`src/rtl/conversor_bcd_produto.sv`:
```
// Sequential binary-to-BCD converter (shift-and-add-3), one bit per clock.
// Sits after the 8x8 multiplier and feeds the 7-segment decoding stage.
module conversor_bcd_produto #(
   parameter int WIDTH  = 16,
   parameter int DIGITS = 5
) (
   input  logic                  clk,
   input  logic                  reset,
   input  logic                  start,
   input  logic [WIDTH-1:0]      bin_in,
   output logic                  busy,
   output logic                  ready,
   output logic                  done,
   output logic [4*DIGITS-1:0]   bcd_out
);

   localparam int BW = 4 * DIGITS;
   localparam int CW = $clog2(WIDTH + 1);

   typedef enum logic [1:0] {
      S_IDLE = 2'b00,
      S_CONV = 2'b01
   } state_t;

   state_t           state_q, state_d;
   logic [WIDTH-1:0] shift_q, shift_d;
   logic [BW-1:0]    work_q, work_d;
   logic [CW-1:0]    cnt_q, cnt_d;
   logic [BW-1:0]    out_q, out_d;
   logic             done_q, done_d;

   logic [BW-1:0]    adj;
   logic [BW-1:0]    work_nx;

   // One iteration: add 3 to every digit >= 5, then shift in the next bit
   always_comb begin
      adj = '0;
      for (int i = 0; i < DIGITS; i++) begin
         if (work_q[4*i +: 4] >= 4'd5)
            adj[4*i +: 4] = work_q[4*i +: 4] + 4'd3;
         else
            adj[4*i +: 4] = work_q[4*i +: 4];
      end
      work_nx = (adj << 1) | {{(BW-1){1'b0}}, shift_q[WIDTH-1]};
   end

   // State and datapath registers, async clear to the idle/zero state
   always_ff @(posedge clk or posedge reset) begin
      if (reset) begin
         state_q <= S_IDLE;
         shift_q <= '0;
         work_q  <= '0;
         cnt_q   <= '0;
         out_q   <= '0;
         done_q  <= 1'b0;
      end else begin
         state_q <= state_d;
         shift_q <= shift_d;
         work_q  <= work_d;
         cnt_q   <= cnt_d;
         out_q   <= out_d;
         done_q  <= done_d;
      end
   end

   // Next state: accept in IDLE, iterate in CONV, publish on last bit
   always_comb begin
      state_d = state_q;
      shift_d = shift_q;
      work_d  = work_q;
      cnt_d   = cnt_q;
      out_d   = out_q;
      done_d  = 1'b0;
      case (state_q)
         S_IDLE: begin
            if (start) begin
               state_d = S_CONV;
               shift_d = bin_in;
               work_d  = '0;
               cnt_d   = CW'(WIDTH);
            end
         end
         S_CONV: begin
            work_d  = work_nx;
            shift_d = shift_q << 1;
            cnt_d   = cnt_q - CW'(1);
            if (cnt_q == CW'(1)) begin
               state_d = S_IDLE;
               out_d   = work_nx;
               done_d  = 1'b1;
            end
         end
         default: begin
            state_d = S_IDLE;
         end
      endcase
   end

   // Outputs decoded from registered state only
   always_comb begin
      busy    = (state_q == S_CONV);
      ready   = ~busy;
      done    = done_q;
      bcd_out = out_q;
   end

endmodule

```
`config.mk`:
```
export PLATFORM = sky130hd
export DESIGN_NAME = conversor_bcd_produto
export DESIGN_NICKNAME = d
export VERILOG_FILES = /design/src/rtl/conversor_bcd_produto.sv
export SDC_FILE = /design/constraint.sdc
export NUM_CORES = 1
export LEC_CHECK = 0
export CORE_ASPECT_RATIO = 1.1
export CORE_UTILIZATION = 53
export CTS_CLUSTER_SIZE = 20
export DETAILED_ROUTE_END_ITERATION = 8
export MAX_ROUTING_LAYER = met4
export PLACE_DENSITY_LB_ADDON = 0.1
export SYNTH_ARGS = -nofsm -noshare
export SYNTH_HDL_FRONTEND = slang
export SYNTH_SLANG_ARGS = --single-unit
```
`constraint.sdc`:
```
create_clock -name clk -period 2.3 [get_ports clk]
set_input_delay 0.46 -clock clk [delete_from_list [all_inputs] [get_ports clk]]
set_output_delay 0.46 -clock clk [all_outputs]
set_load 0.02 [all_outputs]
```
# Yosys cells after proc, flatten, opt, wreduce, memory -nomap -nowiden
# Cells that the tools add are included.
classes:
  add_sub_neg: 6
  magnitude_cmp: 5
  n_eq_ne: 4
  mux: 16
  bitwise_logic: 2
  n_reduce_logical: 5
op_table:
  columns: ["cell", "count"]
  rows:
  - ["$pmux W20 S2", 1]
  - ["$pmux W16 S2", 1]
  - ["$ge A4 B3 Y1 const B", 5]
  - ["$mux W20", 1]
  - ["$or A20 B1 Y20", 1]
  - ["$add A4 B2 Y4 const B", 4]
  - ["$mux W16", 1]
  - ["$mux W4", 4]
  - ["$pmux W5 S2", 1]
  - ["$reduce_and A2 Y1", 3]
  - ["$eq A5 B1 Y1 const B", 1]
  - ["$mux W5", 1]
  - ["$sub A5 B1 Y5 const B", 1]
  - ["$mux W2", 2]
  - ["$pmux W2 S2", 1]
  - ["$add A3 B2 Y3 const B", 1]
  - ["$mux W3", 1]
  - ["$eq A2 B1 Y1 const B", 1]
  - ["$logic_not A2 Y1", 1]
  - ["$mux W1", 2]
  - ["$ne A2 B1 Y1 const B", 1]
  - ["$ne A2 B2 Y1 const B", 1]
  - ["$reduce_bool A2 Y1", 1]
  - ["$not A1 Y1", 1]
totals:
  ff_bits: 64
  in_bits: 19
  output_inout_bits: 23

# Longest topological paths before layout
depth:
  word_depth: 4
  ltp_mapped: 6
  mapped_depth_nobuf: 6

# Least setup slack after synthesis
# No wires, ideal clock.
synth_path:
  path_kind: "flip-flop to flip-flop"
  start: "register work_q[16]"
  end: "register work_q[18]"
  setup_ps: 82
  t_arrival_ps: 1403
  required_ps: 2218
  setup_slack_ps: 815
  stages_incl_launch_ff: 6
  path_buffers: 0
  path_cell_list: "dfrtp_1 > ha_1 > nand2b_1 > a21oi_1 > mux2_2 > o22ai_1"
synth_between:
  elab_chain_len: 4
  word_cells_on_any_way: 5
  cone_classes: "1 x add/sub; 1 x order compare; 2 x mux; 1 x bitwise"
synth_lines:
  columns: ["item", "line_no", "rtl"]
  rows:
  - ["start, declared", "27", "logic [BW-1:0] work_q, work_d;"]
  - ["start signal, assigned", "59", "work_q <= work_d;"]
  - ["$ge A4 B3 Y1 / $add A3 B2 Y3 (equally long branches)", "39, 40", null]
  - ["$mux W3 (*)", "39", "if (work_q[4*i +: 4] >= 4'd5)"]
  - ["$or A20 B1 Y20 (*)", "44", "work_nx = (adj << 1) | {{(BW-1){1'b0}}, shift_q[WIDTH-1]};"]
  - ["$pmux W20 S2 (*)", "74", "case (state_q)"]
# Mark *: on every way between the ends. The rest lies on a longest branch, timed or not.
# A chain may end at the register's enable or synchronous reset.

# Final worst setup path
layout_path:
  start: "register state_q[0]"
  end: "output ready"
layout_between:
  elab_chain_len: 2
layout_lines:
  columns: ["item", "line_no", "rtl"]
  rows:
  - ["start, declared", "25", "state_t state_q, state_d;"]
  - ["start signal, assigned", "57", "state_q <= state_d;"]
  - ["$eq A2 B1 Y1", "101", "busy = (state_q == S_CONV);"]
  - ["$not A1 Y1", "102", "ready = ~busy;"]
  - ["end, declared", "12", "output logic ready,"]
# No other way between the ends.

==> reports/results.tsv <==
stage	metric	value	unit
run_status	outcome	complete, no violations	
synth	ys_seq_area_share	51.5	%
synth	syn_area_per_cell	10.4	µm²
floorplan	pin_count	42	
worst_setup_path	crit_fanout	4	
timing	maxSlewViolCount	0	
floorplan	num_rows	28	
clocking	cts_resized	0	
timing	setup_viol	0	
worst_setup_path	worstSetupPathType	flip-flop to output pin	
clocking	clkSinkCount	63	
synth	ys_ff_latch	63	
floorplan	start_util	56.0	%
timing	worst_slack	0.347	ns
timing	hold_viol_final	0	
cells_and_area	nets	369	
power_and_ir_drop	powerDensity	1390	nW/µm²
worst_setup_path	slowest_delay	0.61	ns
cells_and_area	final_cell_mix	dfrtp_1 (63), nand2_1 (47), clkdlybuf4s50_1 (41)	
min_path	worst_hold_path_type	input pin to async pin	
cells_and_area	final_cells	415	
power_and_ir_drop	power	5.18	mW
timing	clock.fmax	0.512	GHz
place	hpwl	4.07	mm
timing	fin_tns_setup	0	ns
worst_setup_path	startpoint_type	flip-flop	
synth	synthesis.nets	324	
worst_setup_path	cp.arrival	1.49	ns
place	place_area	3570	µm²
global_routing	grt_pass1_wl	9.78	mm
power_and_ir_drop	p_leak	1.68	nW
synth	yosys-top-cells-area	dfrtp_1 (52%), mux2i_1 (6.5%), o21ai_0 (5.9%), nand2_1 (5.8%), ha_1 (4.9%)	
cells_and_area	post-route-util	68.2	%
worst_setup_path	crit_family	buffers and inverters	
route	antenna_left	0	
clocking	postCtsHoldBufs	0	
route	routed_wl	5.78	mm
timing	fin_crit	1.95	ns
floorplan	die_h	81.7	µm
floorplan	dieArea	6080	µm²
floorplan	core-area	5470	µm²
place	gp_congestion	0.770	
cells_and_area	fin_area	3730	µm²
worst_setup_path	regToRegSetupSlack	0.65	ns
timing	rsz0062_at_grt	false	
synth	synth_top_area_share	51.5	%
timing	finClkSkew	0.00752	ns
timing	worst_slew_pin_slew	0.484	ns
cells_and_area	drive_above_1_share	12.1	%
timing	fin_hold_ws	0.456	ns
cells_and_area	nFillCells	442	
place	place_ws	0.477	ns
global_routing	grt_pass1_vias	2121	
clocking	cts_buffer_depth	2	
clocking	htreeDepth	3	
floorplan	die_x	74.5	µm
clocking	cts_buffers	9	
clocking	clkLatencyLatePin	0.34	ns
cells_and_area	area_delta_synth_final	21.7	%
timing	period_share	84.9	%
synth	synth_area	3060	µm²
power_and_ir_drop	peakVddDrop	0.642	mV
worst_setup_path	crit_chain	inv_1, clkdlybuf4s50_1	
route	drc	0	
route	drtIter0Drc	181	
cells_and_area	layout_commonest_cell	dfrtp_1	
global_routing	overflow	0	
global_routing	antenna_found_initial	0	
run	cap_viol_max_count	0	
synth	synthCells	293	
clocking	root_buffer	clkbuf_8	
place	place_inst	402	
worst_setup_path	crit_required	1.84	ns
clocking	cts_tree	built	
worst_setup_path	slowest_stage	clkdlybuf4s50_1	
worst_setup_path	end_kind	output pin	
worst_setup_path	critPathBufInv	2	
synth	synth_top_area_cell	dfrtp_1	
route	routedWlPerCell	13.9	µm
place	io_buffers	41	
route	vias	2216	
synth	synth_cell_types	31	
route	vias_per_cell	5.34	
global_routing	track_usage	22.7	%
clocking	path_clk_slew	0.06	ns
clocking	postCtsSetupBuffers	0	
global_routing	grt_max_degree	31	
synth	yosys_warnings	0	
timing	slew_headroom	67.6	%
cells_and_area	antenna_cells	0	
route	first_pass_iters	4	
-- cell families after synthesis --
| logic type | synth area share [%] |
|---|---|
| and+or+nand+nor | 13.3 |
| AOI/OAI and AO/OA | 13.9 |
| DFF | 51.5 |
| buffers and inverters | 4.37 |
| muxes | 9.98 |
| adders and majority gates | 4.91 |
| xor gates and xnor gates | 2.00 |
-- flip-flops by register name, indices dropped and copies added (netlist names) --
signal,flops
shift_q,16
state_q,1
work_q,20
done,1
bcd_out,20
cnt_q,5
-- report_power, final --
group / leakage (nW) / switching (mW) / internal [mW]
Clock: 0.0809 / 0.387 / 0.398
Combinational: 0.798 / 1.24 / 1.18
Sequential: 0.803 / 0.383 / 1.59
-- cells in the mapped netlist (all sizes together) --
cell type	instances
a21o	6
a21oi	15
buf	13
clkbuf	2
dfrtp	63
ha	12
inv	15
mux2	8
mux2i	20
nand2	47
nand2b	5
nand3	3
nand4b	1
nor2	5
nor3	7
nor3b	13
o21ai	38
o22ai	12
o31ai	1
xnor2	6
xor2	1
-- final timing paths --
check                             from           to  depth (start not counted)
max                         state_q[0]        ready                          2
max reg2reg                  work_q[8]  bcd_out[10]                          6
min                              reset   shift_q[3]                          2
max in group asynchronous        reset    work_q[9]                          3
min in group clk           bcd_out[13]  bcd_out[13]                          2
min reg2reg                bcd_out[13]  bcd_out[13]                          2
-- layer usage --
| metal | up-vias | global-route usage, % | share of wire, % |
|---|---|---|---|
| li1 | 1095 | - | - |
| met1 | 1066 | 28.4 | 46 |
| met2 | 45 | 35.0 | 49 |
| met3 | 10 | 5.15 | 3.1 |
| met4 | 0 | 10.2 | 1.6 |
| met5 | - | - | 0 |
-- layout make-up --
cell class | count | area (µm²) | area share, %
clock buffer | 11 | 141 | 3.79
clock inverter | 2 | 10.0 | 0.269
inverter | 15 | 58.8 | 1.58
multi-input combinational | 200 | 1350 | 36.2
sequential | 63 | 1580 | 42.3
tap | 75 | 93.8 | 2.52
timing repair buffer | 49 | 495 | 13.3
Note: power is estimated with default switching activity, not from simulation.
